**config.mk**
```make
export PLATFORM = sky130hd
export DESIGN_NAME = ahb_block_bridge
export DESIGN_NICKNAME = d
export VERILOG_FILES = /design/src/rtl/ahb_block_bridge.sv
export SDC_FILE = /design/constraint.sdc
export NUM_CORES = 1
export LEC_CHECK = 0
export CORE_UTILIZATION = 36
export CTS_BUF_LIST = sky130_fd_sc_hd__clkbuf_8
export CTS_CLUSTER_DIAMETER = 200
export CTS_CLUSTER_SIZE = 10
export DETAILED_ROUTE_END_ITERATION = 8
export GPL_TIMING_DRIVEN = 0
export PLACE_DENSITY = 0.63
export REMOVE_ABC_BUFFERS = 1
export SETUP_SLACK_MARGIN = 0.15
export SYNTH_ARGS = -nofsm -noshare
export SYNTH_HDL_FRONTEND = slang
export SYNTH_SLANG_ARGS = --single-unit
```
**constraint.sdc**
```tcl
create_clock -name HCLK -period 6.3 [get_ports HCLK]
set_input_delay 1.26 -clock HCLK [delete_from_list [all_inputs] [get_ports HCLK]]
set_output_delay 1.26 -clock HCLK [all_outputs]
set_load 0.02 [all_outputs]
```
**src/rtl/ahb_block_bridge.sv**
```systemverilog
// AHB-Lite slave that packs 32-bit host writes into BLOCK_W-bit blocks for the cipher
// engine (TX FIFO) and unpacks engine result blocks into 32-bit host reads (RX FIFO).
`timescale 1ns/1ps
module ahb_block_bridge #(
  parameter int BLOCK_W  = 128,
  parameter int TX_DEPTH = 4,
  parameter int RX_DEPTH = 4
) (
  input  logic               HCLK,
  input  logic               HRESET,
  input  logic               HSELx,
  input  logic               HWRITE,
  input  logic [31:0]        HADDR,
  input  logic [31:0]        HWDATA,
  input  logic [2:0]         HSIZE,
  input  logic [1:0]         HTRANS,
  output logic [31:0]        HRDATA,
  output logic               HREADY,
  output logic [1:0]         HRESP,
  output logic [BLOCK_W-1:0] in_block,
  output logic               in_valid,
  input  logic               in_ready,
  input  logic [BLOCK_W-1:0] out_block,
  input  logic               out_valid,
  output logic               out_ready,
  output logic               mode
);
  localparam int NW  = BLOCK_W / 32;
  localparam int IW  = $clog2(NW);
  localparam int TPW = $clog2(TX_DEPTH);
  localparam int RPW = $clog2(RX_DEPTH);
  localparam int TCW = $clog2(TX_DEPTH + 1);
  localparam int RCW = $clog2(RX_DEPTH + 1);
  localparam logic [IW-1:0]  LAST_IDX    = IW'(NW - 1);
  localparam logic [TPW-1:0] TX_LAST     = TPW'(TX_DEPTH - 1);
  localparam logic [RPW-1:0] RX_LAST     = RPW'(RX_DEPTH - 1);
  localparam logic [TCW-1:0] TX_FULL_CNT = TCW'(TX_DEPTH);
  localparam logic [RCW-1:0] RX_FULL_CNT = RCW'(RX_DEPTH);

  logic           dp_valid_q, dp_write_q, dp_bad_q, err2_q;
  logic [1:0]     dp_addr_q;
  logic [IW-1:0]  wr_idx_q, wr_idx_d, rd_idx_q, rd_idx_d;
  logic           ovf_q, ovf_d, udf_q, udf_d, mode_q, mode_d;
  logic [TPW-1:0] tx_wp_q, tx_rp_q;
  logic [RPW-1:0] rx_wp_q, rx_rp_q;
  logic [TCW-1:0] tx_cnt_q, tx_cnt_d;
  logic [RCW-1:0] rx_cnt_q, rx_cnt_d;

  logic [31:0]        asm_q  [NW];
  logic [BLOCK_W-1:0] tx_mem [TX_DEPTH];
  logic [BLOCK_W-1:0] rx_mem [RX_DEPTH];

  logic               capture, bad_req, err_now, flush;
  logic               tx_push, tx_pop, rx_push, rx_pop, asm_we;
  logic               hready, hresp;
  logic [31:0]        hrdata, status;
  logic               tx_full, tx_empty, rx_full, rx_empty;
  logic [BLOCK_W-1:0] tx_block, rx_head;
  logic [31:0]        rx_words [NW];
  logic               unused_ok;

  assign unused_ok = ^{HADDR[31:4], HADDR[1:0], HTRANS[0]};

  assign tx_full  = (tx_cnt_q == TX_FULL_CNT);
  assign tx_empty = (tx_cnt_q == '0);
  assign rx_full  = (rx_cnt_q == RX_FULL_CNT);
  assign rx_empty = (rx_cnt_q == '0);
  assign status   = {8'h00, 8'(rx_cnt_q), 8'(tx_cnt_q), 2'b00, udf_q, ovf_q,
                     rx_empty, rx_full, tx_empty, tx_full};

  // Completing word goes straight from HWDATA into the top of the pushed block.
  assign rx_head = rx_mem[rx_rp_q];
  generate
    for (genvar gi = 0; gi < NW; gi++) begin : g_words
      assign rx_words[gi] = rx_head[gi*32 +: 32];
      if (gi < NW - 1) begin : g_asm
        assign tx_block[gi*32 +: 32] = asm_q[gi];
      end else begin : g_last
        assign tx_block[gi*32 +: 32] = HWDATA;
      end
    end
  endgenerate

  assign capture = HSELx & HTRANS[1] & hready;
  assign bad_req = (HSIZE != 3'b010) |
                   (HWRITE ? (HADDR[3:2] == 2'd1 || HADDR[3:2] == 2'd2)
                           : (HADDR[3:2] == 2'd0));

  always_comb begin
    hready   = 1'b1;
    hresp    = 1'b0;
    hrdata   = '0;
    err_now  = 1'b0;
    flush    = 1'b0;
    tx_push  = 1'b0;
    rx_pop   = 1'b0;
    asm_we   = 1'b0;
    wr_idx_d = wr_idx_q;
    rd_idx_d = rd_idx_q;
    ovf_d    = ovf_q;
    udf_d    = udf_q;
    mode_d   = mode_q;
    if (err2_q) begin
      hresp = 1'b1;
    end else if (dp_valid_q) begin
      if (dp_bad_q) begin
        err_now = 1'b1;
      end else begin
        case (dp_addr_q)
          2'd0: begin
            if (wr_idx_q != LAST_IDX) begin
              asm_we   = 1'b1;
              wr_idx_d = wr_idx_q + 1'b1;
            end else if (tx_full) begin
              err_now = 1'b1;
              ovf_d   = 1'b1;
            end else begin
              tx_push  = 1'b1;
              wr_idx_d = '0;
            end
          end
          2'd1: begin
            if (rx_empty) begin
              err_now = 1'b1;
              udf_d   = 1'b1;
            end else begin
              hrdata = rx_words[rd_idx_q];
              if (rd_idx_q == LAST_IDX) begin
                rx_pop   = 1'b1;
                rd_idx_d = '0;
              end else begin
                rd_idx_d = rd_idx_q + 1'b1;
              end
            end
          end
          2'd2: hrdata = status;
          default: begin
            if (dp_write_q) begin
              mode_d = HWDATA[0];
              if (HWDATA[1]) begin
                ovf_d = 1'b0;
                udf_d = 1'b0;
              end
              if (HWDATA[2]) begin
                flush    = 1'b1;
                wr_idx_d = '0;
                rd_idx_d = '0;
              end
            end else begin
              hrdata = {31'b0, mode_q};
            end
          end
        endcase
      end
      if (err_now) begin
        hready = 1'b0;
        hresp  = 1'b1;
      end
    end
  end

  // A flush overrides any engine handshake in the same cycle.
  assign tx_pop  = in_valid & in_ready & ~flush;
  assign rx_push = out_valid & out_ready & ~flush;

  always_comb begin
    tx_cnt_d = tx_cnt_q;
    rx_cnt_d = rx_cnt_q;
    if (tx_push & ~tx_pop) tx_cnt_d = tx_cnt_q + 1'b1;
    if (~tx_push & tx_pop) tx_cnt_d = tx_cnt_q - 1'b1;
    if (rx_push & ~rx_pop) rx_cnt_d = rx_cnt_q + 1'b1;
    if (~rx_push & rx_pop) rx_cnt_d = rx_cnt_q - 1'b1;
  end

  always_ff @(posedge HCLK) begin
    if (HRESET) begin
      dp_valid_q <= 1'b0;
      dp_write_q <= 1'b0;
      dp_bad_q   <= 1'b0;
      dp_addr_q  <= '0;
      err2_q     <= 1'b0;
      wr_idx_q   <= '0;
      rd_idx_q   <= '0;
      ovf_q      <= 1'b0;
      udf_q      <= 1'b0;
      mode_q     <= 1'b0;
      tx_wp_q    <= '0;
      tx_rp_q    <= '0;
      tx_cnt_q   <= '0;
      rx_wp_q    <= '0;
      rx_rp_q    <= '0;
      rx_cnt_q   <= '0;
    end else begin
      dp_valid_q <= capture;
      dp_write_q <= HWRITE;
      dp_bad_q   <= bad_req;
      dp_addr_q  <= HADDR[3:2];
      err2_q     <= err_now;
      wr_idx_q   <= wr_idx_d;
      rd_idx_q   <= rd_idx_d;
      ovf_q      <= ovf_d;
      udf_q      <= udf_d;
      mode_q     <= mode_d;
      if (flush) begin
        tx_wp_q  <= '0;
        tx_rp_q  <= '0;
        tx_cnt_q <= '0;
        rx_wp_q  <= '0;
        rx_rp_q  <= '0;
        rx_cnt_q <= '0;
      end else begin
        if (tx_push) tx_wp_q <= (tx_wp_q == TX_LAST) ? '0 : tx_wp_q + 1'b1;
        if (tx_pop)  tx_rp_q <= (tx_rp_q == TX_LAST) ? '0 : tx_rp_q + 1'b1;
        if (rx_push) rx_wp_q <= (rx_wp_q == RX_LAST) ? '0 : rx_wp_q + 1'b1;
        if (rx_pop)  rx_rp_q <= (rx_rp_q == RX_LAST) ? '0 : rx_rp_q + 1'b1;
        tx_cnt_q <= tx_cnt_d;
        rx_cnt_q <= rx_cnt_d;
      end
    end
  end

  always_ff @(posedge HCLK) begin
    if (asm_we)  asm_q[wr_idx_q]  <= HWDATA;
    if (tx_push) tx_mem[tx_wp_q] <= tx_block;
    if (rx_push) rx_mem[rx_wp_q] <= out_block;
  end

  assign HRDATA    = hrdata;
  assign HREADY    = hready;
  assign HRESP     = {1'b0, hresp};
  assign in_valid  = ~tx_empty;
  assign in_block  = in_valid ? tx_mem[tx_rp_q] : '0;
  assign out_ready = ~rx_full;
  assign mode      = mode_q;
endmodule
```
==> metrics, run 1 <==
clk sink count 1151; combinational share of power 0.030; cell area power density 262.2 mW/mm²; pin count of the biggest net entering global routing between 70 and 80; # IOs about 370; Final min period 5.227 ns; row count 127; Core Area 0.1200 mm²; WHS Endpoint tx_mem[2][45]; Crit path required time 5.04 ns; total of fill cells in the finished design 10252; Setup TNS Final 0 ns; Via density 5.011; placed cells ~3800; Peak VDD IR 172.8 µV; routed wire length around 91000 µm; vias 20023; Synth cell types 53; register bit total from synthesis 1151; Sw Ratio 0.2079; H-tree levels 4; Post-CTS Hold Buffers 0; root buf cell clkbuf_8; Pleak ~0.016 µW; MaxCap Viol Count 0; Mapped Cells 1940; worst hold path cell count 0; power share of the clock group 0.335; drt pass-1 iters 5; Net count, final 2574; max-slew violation count 0; first-pass GRT wire length 135600 µm; antenna-violating nets left 0; Clock Latency Late Sink 0.83 ns; status finished, final reports clean; reg2reg path depth 7; Avg Cell Area, Syn 22.46 µm²; gr usage total 0.1493; worst-margin pin slew a little over 0.8 ns; Cell Area, Synth 0.04356 mm²; flop2flop setup slack 3.05 ns; HPWL Detailed 53520 µm; Worst Path Arrival just under 4 ns; FMAX 191.3 MHz; vias in the first global route roughly 22000; die area ~0.12 mm²; R2R Path Start dp_addr_q[0]; CTS Buffer Depth 3; largest fanout on the critical path 21; CTS clk-pin slew, worst paths 0.10 ns; die span in x roughly 350 µm; critical path type flip-flop to primary output; routability cong. 0.7133; Final period util 0.8296; startpoint type of the worst setup path flip-flop; Slew headroom 0.4520; Starting Density 0.3631; Num CTS Buffers 133; initial antenna violation count 28; wire per inst 22.88 µm; ratio of cells with drive above 1 in the final layout 0.1936; Final Setup Violations 0; Pint 10670 µW; Final Cell Area between 0.05 and 0.06 mm²; r2r endpoint tx_mem[0][45]; min-delay src asm_q[1][13]; synthesis-to-layout area growth 17.94%; DR DRC count 0; endpoint class of the critical path primary output; port bufs 336; Seq/Total Area, Yosys 0.7863; setup bufs post-CTS 0; die height 349.9 µm; yosys warns 0; Hold Vio Cnt, Final 0; Sw Pwr ~2800 µW; share of power burned in registers 0.634; Layout Skew 0.04946 ns; Min-Delay Path Class flip-flop to flip-flop; unrepaired setup endpoints after global routing false; Finished Layout Cells 3996; CTS tree done; Post-DP Area 0.04930 mm²; Overflow after GRT 0; # resized after CTS 0; initial DRC count 1423
## final cells by class
cell class,instances,area (µm²),share of cell area
multi-input combinational,670,8758,0.1705
timing repair buffer,367,4164,0.08104
clock inverter,35,216.5,0.004213
sequential,1151,34270,0.6670
inverter,23,88.84,0.001729
clock buffer,135,1858,0.03616
tap,1612,2017,0.03925
antenna,3,7.507,0.0001461
## synth_stat cells (all sizes together)
cell type | n | share of area
nor4b | 1 | 0.00034
nand3 | 7 | 0.0010
or3 | 5 | 0.00072
a2111oi | 1 | 0.00063
nand2 | 12 | 0.0010
nor3 | 2 | 0.00023
nand3b | 2 | 0.00034
or4b | 1 | 0.00023
ha | 23 | 0.0066
o2111ai | 1 | 0.00020
fa | 2 | 0.00092
o211ai | 2 | 0.00034
a21o | 5 | 0.00086
a221o | 1 | 0.00023
and3b | 1 | 0.00020
nor2 | 29 | 0.0025
nor3b | 3 | 0.0010
edfxtp | 1120 | 0.77
xnor2 | 2 | 0.00040
dfxtp | 31 | 0.014
mux2i | 56 | 0.013
nor2b | 3 | 0.00043
and4b | 2 | 0.00046
nand4 | 2 | 0.00029
conb | 1 | 0.000086
a21oi | 13 | 0.0015
or3b | 2 | 0.00040
a211oi | 40 | 0.0069
a22oi | 2 | 0.00034
mux4 | 252 | 0.13
a2bb2oi | 3 | 0.00060
inv | 23 | 0.0020
o31ai | 1 | 0.00017
clkbuf | 42 | 0.0036
nand2b | 2 | 0.00029
buf | 54 | 0.0079
o22ai | 5 | 0.00072
o21ai | 9 | 0.0010
o31a | 1 | 0.00020
xor2 | 4 | 0.00080
or2 | 1 | 0.00014
and2 | 161 | 0.023
a31oi | 4 | 0.00057
o22a | 6 | 0.0012
## layer usage
metal | vias to the layer above | GRT usage | part of all wire
met4 | 46 | 0.04180 | 0.019
met2 | 586 | 0.2457 | 0.49
met5 | - | 0 | 0.0033
met1 | 10464 | 0.1869 | 0.41
met3 | 181 | 0.05145 | 0.087
li1 | 8746 | - | -
## critical path: stages (launching register included)
cell and delay [ns]:
dfxtp_1 0.35, ha_1 0.25, nor4b_2 0.63, nand2_2 0.65, a211oi_1 0.55, clkdlybuf4s50_1 0.69
## flip-flops by register name (all words and copies together) (netlist names), 2 cells and up, named ones only
register / flops
rd_idx_q: 2
asm_q: 96
rx_wp_q: 2
tx_cnt_q: 3
rx_cnt_q: 3
tx_rp_q: 2
tx_wp_q: 2
rx_rp_q: 2
wr_idx_q: 2
dp_addr_q: 2
rx_mem: 512
tx_mem: 512
## placed cells by master (no fill, tap or decap), types with 24 or more instances in the layout
cell type	count
edfxtp_1	1120
dfxtp_1	25
mux4_2	252
clkbuf_8	135
clkdlybuf4s50_1	336
inv_1	43
and2_1	150
buf_16	24
nor2_1	29
a211oi_1	40
mux2i_1	56
## cells by family (layout without fill, tap and decap cells)
kind of cell	count (synthesis)	in the layout	synth area share
adders and majority gates	25	25	0.007525
buffers and inverters	119	560	0.01350
AOI/OAI and AO/OA	94	94	0.01551
DFF	1151	1151	0.7863
muxes	308	308	0.1431
xor gates and xnor gates	6	6	0.001206
and+or+nand+nor	236	236	0.03277
other	1	4	0.00008608
## worst max-delay path by stage
stage / start / to / slack [ns] / cells past startpoint
after global routing: flip-flop / HRDATA[4] / 0.75 / 7
after global placement: flip-flop / HRDATA[0] / -4.76 / 5
final: dp_addr_q[0] / HRDATA[13] / 1.07 / 5
after detailed placement: flip-flop / HRDATA[4] / 1.78 / 7
after floorplan: flip-flop / HRDATA[11] / -1.56 / 4
after CTS: flip-flop / HRDATA[4] / 0.83 / 7
## power groups by stage
stage / sequential, µW / combinational [µW] / clock [µW]
floorplan: 8720 / 168 / 0
global placement: 8740 / 381 / 0
detailed placement: 8710 / 417 / 0
CTS: 8540 / 420 / 4700
global route: 8550 / 444 / 4960
finish: 8540 / 410 / 4520
## per-stage QoR
step,hold slack (ns),utilization,worst slack (ns),total power [µW]
after floorplan,0.4385,-,-1.563,8886
after global placement,0.4635,0.4038,-4.762,9117
after detailed placement,0.4662,0.4109,1.784,9129
after CTS,0.4655,0.4282,0.8265,13660
after global routing,0.5038,0.4282,0.7474,13950
final,0.4697,0.4283,1.074,13470
Power figures use the tool's default switching activity.
==> inputs of run 2 (changes only) <==
clock period = 5.3 ns   (was 6.3 ns; I/O delays follow)
==> metrics, run 2 (synthesized netlist as in run 1, its figures left out) <==
status finished, final reports clean (unchanged); antenna-violating nets left 0 (unchanged); DR DRC count 0 (unchanged); die span in x 349.9 µm (unchanged); critical path type flip-flop to primary output (unchanged); wire length on met3 7708 µm (was 7935 µm); most frequent cells in the layout edfxtp_1, clkdlybuf4s50_1, mux4_2, and2_1, clkbuf_8 (unchanged); synthesis-to-layout area growth 18.05% (was 17.94%); Reg area 0.03427 mm² (unchanged); flop2flop setup slack 2.05 ns (was 3.05 ns); max-slew violation count 0 (unchanged); Worst Path Arrival 3.88 ns (was 3.97 ns); Peak VDD IR 206.5 µV (was 172.8 µV); row count 127 (unchanged); Net count, final 2577 (was 2574); wire per inst 22.89 µm (was 22.88 µm); Pleak 0.01594 µW (was 0.01590 µW); MaxCap Viol Count 0 (unchanged); HPWL Detailed 53520 µm (unchanged); ratio of cells with drive above 1 in the final layout 0.1946 (was 0.1936); H-tree levels 4 (unchanged); total of fill cells in the finished design 10251 (was 10252); routed wire length 91550 µm (was 91430 µm); Post-CTS Hold Buffers 0 (unchanged); Num CTS Buffers 133 (unchanged); Layout Skew 0.04900 ns (was 0.04946 ns); WL met1 37170 µm (was 37040 µm); pre-CTS setup slack 0.9843 ns (was 1.784 ns); root buf cell clkbuf_8 (unchanged); initial DRC count 1474 (was 1423); Setup WS post-layout 0.3571 ns (was 1.074 ns); vias in the first global route 21752 (was 21720); port bufs 336 (unchanged); Clock Latency Late Sink 0.82 ns (was 0.83 ns); gr usage total 0.1497 (was 0.1493); cell area power density 311.2 mW/mm² (was 262.2 mW/mm²); FMAX 202.3 MHz; largest registers rx_mem (512), tx_mem (512), asm_q (96) (unchanged); CTS Buffer Depth 3 (unchanged); die area 0.1224 mm² (unchanged); die height 349.9 µm (unchanged); Min-Delay Path Class flip-flop to flip-flop (unchanged); Final period util 0.9326; worst hold path cell count 0 (unchanged); drt pass-1 iters 5 (unchanged); unrepaired setup endpoints after global routing false (unchanged); first-pass GRT wire length 135800 µm (was 135600 µm); largest fanout on the critical path 10 (was 21); vias 20055 (was 20023); multi-input logic area 0.008763 mm² (was 0.008758 mm²); Finished Layout Cells 3999 (was 3996); most common cell after layout, fill and taps aside edfxtp_1 (unchanged); Final min period 4.943 ns; uppermost layer routed met5 (unchanged); placed cells 3823 (unchanged); Slew headroom 0.4774 (was 0.4520); # IOs 369 (unchanged); Hold Vio Cnt, Final 0 (unchanged); startpoint type of the worst setup path flip-flop (unchanged); met2 routed WL 44600 µm (was 44390 µm); Final Power 16010 µW (was 13470 µW); pin count of the biggest net entering global routing 78 (unchanged); reg2reg path depth 7 (unchanged); Via density 5.015 (was 5.011); CTS clk-pin slew, worst paths 0.10 ns (about the same); CTS tree done (unchanged); Overflow after GRT 0 (unchanged); endpoint class of the critical path primary output (unchanged); Core Area 0.1200 mm² (unchanged); clk sink count 1151 (unchanged); Crit path required time 4.24 ns (was 5.04 ns); routability cong. 0.7133 (unchanged); initial antenna violation count 28 (unchanged); worst-margin pin slew 0.7838 ns (was 0.8191 ns); Starting Density 0.3631 (unchanged); Final Setup Violations 0 (unchanged)
run 2: cell types whose count changed in the layout (fill, tap and decap cells not counted), sizes merged:
cell | previous run | this run
buf | 31 | 34
run 2: final cells by class:
| cell class | instances | share of cell area |
|---|---|---|
| timing repair buffer | 370 | 0.08179 |
| multi-input combinational | 670 | 0.1704 |
| clock buffer | 135 | 0.03613 |
| antenna | 3 | 0.0001460 |
| sequential | 1151 | 0.6664 |
| clock inverter | 35 | 0.004209 |
| tap | 1612 | 0.03922 |
| inverter | 23 | 0.001727 |
run 2: path summary, 6_finish.rpt:
check / start / end
worst min-delay path: asm_q[1][13] / tx_mem[2][45]
worst max register to register: dp_addr_q[0] / tx_mem[0][45]
worst min register to register: asm_q[1][13] / tx_mem[2][45]
worst max-delay path: dp_addr_q[0] / HRDATA[17]
run 2: stage by stage:
stage	hold slack (ns)	area (µm²)	TNS, ns	utilization
global placement	0.4635	48440	-3555.64	0.4038
floorplan	0.4385	43060	-321.47	-
finish	0.4720	51430	0	0.4287
detailed placement	0.4662	49300	0	0.4109
global route	0.5038	51420	0	0.4286
CTS	0.4655	51420	0	0.4286
run 2: report_power, final:
part	leakage (µW)	total (µW)	internal, µW	switching, µW
combinational	0.00438	487	237	251
sequential	0.0104	10200	10100	42.1
clock	0.00114	5370	2340	3030
run 2: timing repair:
action,CTS,global route
setup endpoints to repair,4,0
setup buffers,3,0
resized for setup,1,0
endpoints found under the hold margin,0,0
run 2: critical path: stages, from the launching register on:
cell and delay [ns]:
dfxtp_1 0.35, ha_1 0.25, nor4b_2 0.71, nand3_2 0.45, o22a_1 0.40, o21ai_1 0.13
clkdlybuf4s50_1 0.74
run 2: routing by layer:
metal  vias to the layer above  track usage
met4                        46      0.04180
met1                     10508       0.1872
li1                       8749            -
met2                       563       0.2468
met5                         -            0
met3                       189      0.05124
==> inputs of run 3 (changes only) <==
CORE_ASPECT_RATIO = 1.25   (was not set)
CTS_BUF_LIST = sky130_fd_sc_hd__clkbuf_4   (was sky130_fd_sc_hd__clkbuf_8)
==> metrics, run 3 (synthesized netlist as in run 1, its figures left out) <==
status finished, final reports clean (unchanged); Slew headroom 0.4313 (was 0.4774); Final Setup Violations 0 (unchanged); # IOs 369 (unchanged); Sw Ratio 0.2055 (was 0.2076); die span in x 313.1 µm (was 349.9 µm); Final period util 0.9284 (was 0.9326); ratio of cells with drive above 1 in the final layout 0.2053 (was 0.1946); H-tree levels 4 (unchanged); Sw Pwr 3062 µW (was 3323 µW); largest fanout on the critical path 21 (was 10); Pleak 0.01565 µW (was 0.01594 µW); CTS tree done (unchanged); post-layout util 0.4237 (was 0.4287); initial DRC count 1350 (was 1474); power share of the clock group 0.286 (was 0.335); clk sink count 1151 (unchanged); Setup WS post-layout 0.3794 ns (was 0.3571 ns); pre-CTS setup slack 1.020 ns (was 0.9843 ns); routed wire length 94100 µm (was 91550 µm); critical path type flip-flop to primary output (unchanged); Min-Delay Path Class flip-flop to flip-flop (unchanged); DR DRC count 0 (unchanged); port bufs 336 (unchanged); startpoint type of the worst setup path flip-flop (unchanged); vias in the first global route 21858 (was 21752); family with the most delay on the worst path simple AND/OR/NAND/NOR gates (unchanged); most common cell after layout, fill and taps aside edfxtp_1 (unchanged); FMAX 203.2 MHz (was 202.3 MHz); MaxCap Viol Count 0 (unchanged); most frequent cells in the layout edfxtp_1, clkdlybuf4s50_1, mux4_2, clkbuf_4, and2_1 (was edfxtp_1, clkdlybuf4s50_1, mux4_2, and2_1, clkbuf_8); Hold Vio Cnt, Final 0 (unchanged); routability cong. 0.7144 (was 0.7133); gr usage total 0.1556 (was 0.1497); Clock Latency Late Sink 1.14 ns (was 0.82 ns); CP max stage delay 0.68 ns (was 0.74 ns); Starting Density 0.3633 (was 0.3631); Via density 5.074 (was 5.015); Pint 11840 µW (was 12680 µW); Worst Path Arrival 3.86 ns (was 3.88 ns); first-pass GRT wire length 140300 µm (was 135800 µm); initial antenna violation count 36 (was 28); synthesis-to-layout area growth 16.65% (was 18.05%); CP bufs+invs 1 (unchanged); CTS Buffer Depth 3 (unchanged); final hold slack 0.4662 ns (was 0.4720 ns); drt pass-1 iters 5 (unchanged); combinational share of power 0.033 (was 0.030); Final min period 4.921 ns (was 4.943 ns); cell area power density 293.2 mW/mm² (was 311.2 mW/mm²); worst-margin pin slew 0.8531 ns (was 0.7838 ns); Core Area 0.1199 mm² (was 0.1200 mm²); Critical-path top delay cell clkdlybuf4s50_1 (unchanged); row count 142 (was 127); Net count, final 2585 (was 2577); wire per inst 23.65 µm (was 22.89 µm); crit-path cells ha_1 > nor4b_4 > nand2_4 > a211oi_1 > clkdlybuf4s50_1 (was ha_1 > nor4b_2 > nand3_2 > o22a_1 > o21ai_1 > clkdlybuf4s50_1); vias 20183 (was 20055); die height 390.9 µm (was 349.9 µm); Num CTS Buffers 133 (unchanged); max-slew violation count 0 (unchanged); Setup TNS Final 0 ns (unchanged); CTS clk-pin slew, worst paths 0.11 ns (was 0.10 ns); Layout Skew 0.09522 ns (was 0.04900 ns); endpoint class of the critical path primary output (unchanged); unrepaired setup endpoints after global routing true (was false); Overflow after GRT 0 (unchanged); Peak VDD IR 213.0 µV (was 206.5 µV); Crit path required time 4.24 ns (about the same); share of power burned in registers 0.681 (was 0.634); largest registers rx_mem (512), tx_mem (512), asm_q (96) (unchanged); pin count of the biggest net entering global routing 83 (was 78); antenna-violating nets left 0 (unchanged); die area 0.1224 mm² (about the same); root buf cell clkbuf_4 (was clkbuf_8); HPWL Detailed 56870 µm (was 53520 µm)
## run 3: cell count changes in the layout (fill, tap and decap cells not counted), sizes merged
cell and change:
buf +7, bufinv +3, clkbuf +21, clkinv -1
clkinvlp -3, diode +4, inv -24
## run 3: final timing paths
path / start / end / slack [ns] / cells past startpoint
max: dp_addr_q[0] / HRDATA[13] / 0.38 / 5
min: asm_q[2][6] / tx_mem[3][70] / 0.47 / 0
max reg2reg: err2_q / rx_mem[0][11] / 2.19 / 6
min reg2reg: asm_q[2][6] / tx_mem[3][70] / 0.47 / 0
## run 3: timing repair
| item | CTS | global route |
|---|---|---|
| cloned | 0 | 1 |
| gates resized for setup | 5 | 3 |
| endpoints found under the setup margin | 98 | 13 |
| setup buffers | 7 | 1 |
| hold buffers | 0 | 0 |
## run 3: metrics by stage
step	std cells	area (µm²)	total power [µW]
2_1_floorplan	1844	43060	10560
3_3_place_gp	3764	48410	10830
3_5_place_dp	3797	49320	10860
4_1_cts	3969	50750	15140
5_1_grt	3974	50810	15500
6_report	3978	50820	14900
## run 3: power groups by stage
stage               clock [µW]  combinational (µW)  sequential, µW
floorplan                    0                 200           10400
global placement             0                 452           10400
detailed placement           0                 500           10400
CTS                       4490                 503           10100
global route              4800                 535           10200
finish                    4260                 493           10100
## run 3: per-layer routing
layer / share of wire / up-vias / GRT usage
met1: 0.40 / 10499 / 0.1898
li1: - / 8824 / -
met5: 0.0033 / - / 0
met2: 0.49 / 628 / 0.2535
met3: 0.091 / 182 / 0.06262
met4: 0.020 / 50 / 0.04585
## run 3: layout make-up
| cell class | count | area (µm²) |
|---|---|---|
| multi-input cells | 670 | 8792 |
| clock buffers | 155 | 1164 |
| clock inverters | 10 | 125.1 |
| inverters | 23 | 93.84 |
| diodes | 7 | 17.52 |
| repair buffers | 378 | 4374 |
| flip-flops and latches | 1151 | 34270 |
| well taps | 1584 | 1982 |
| fillers | 10416 | 69110 |
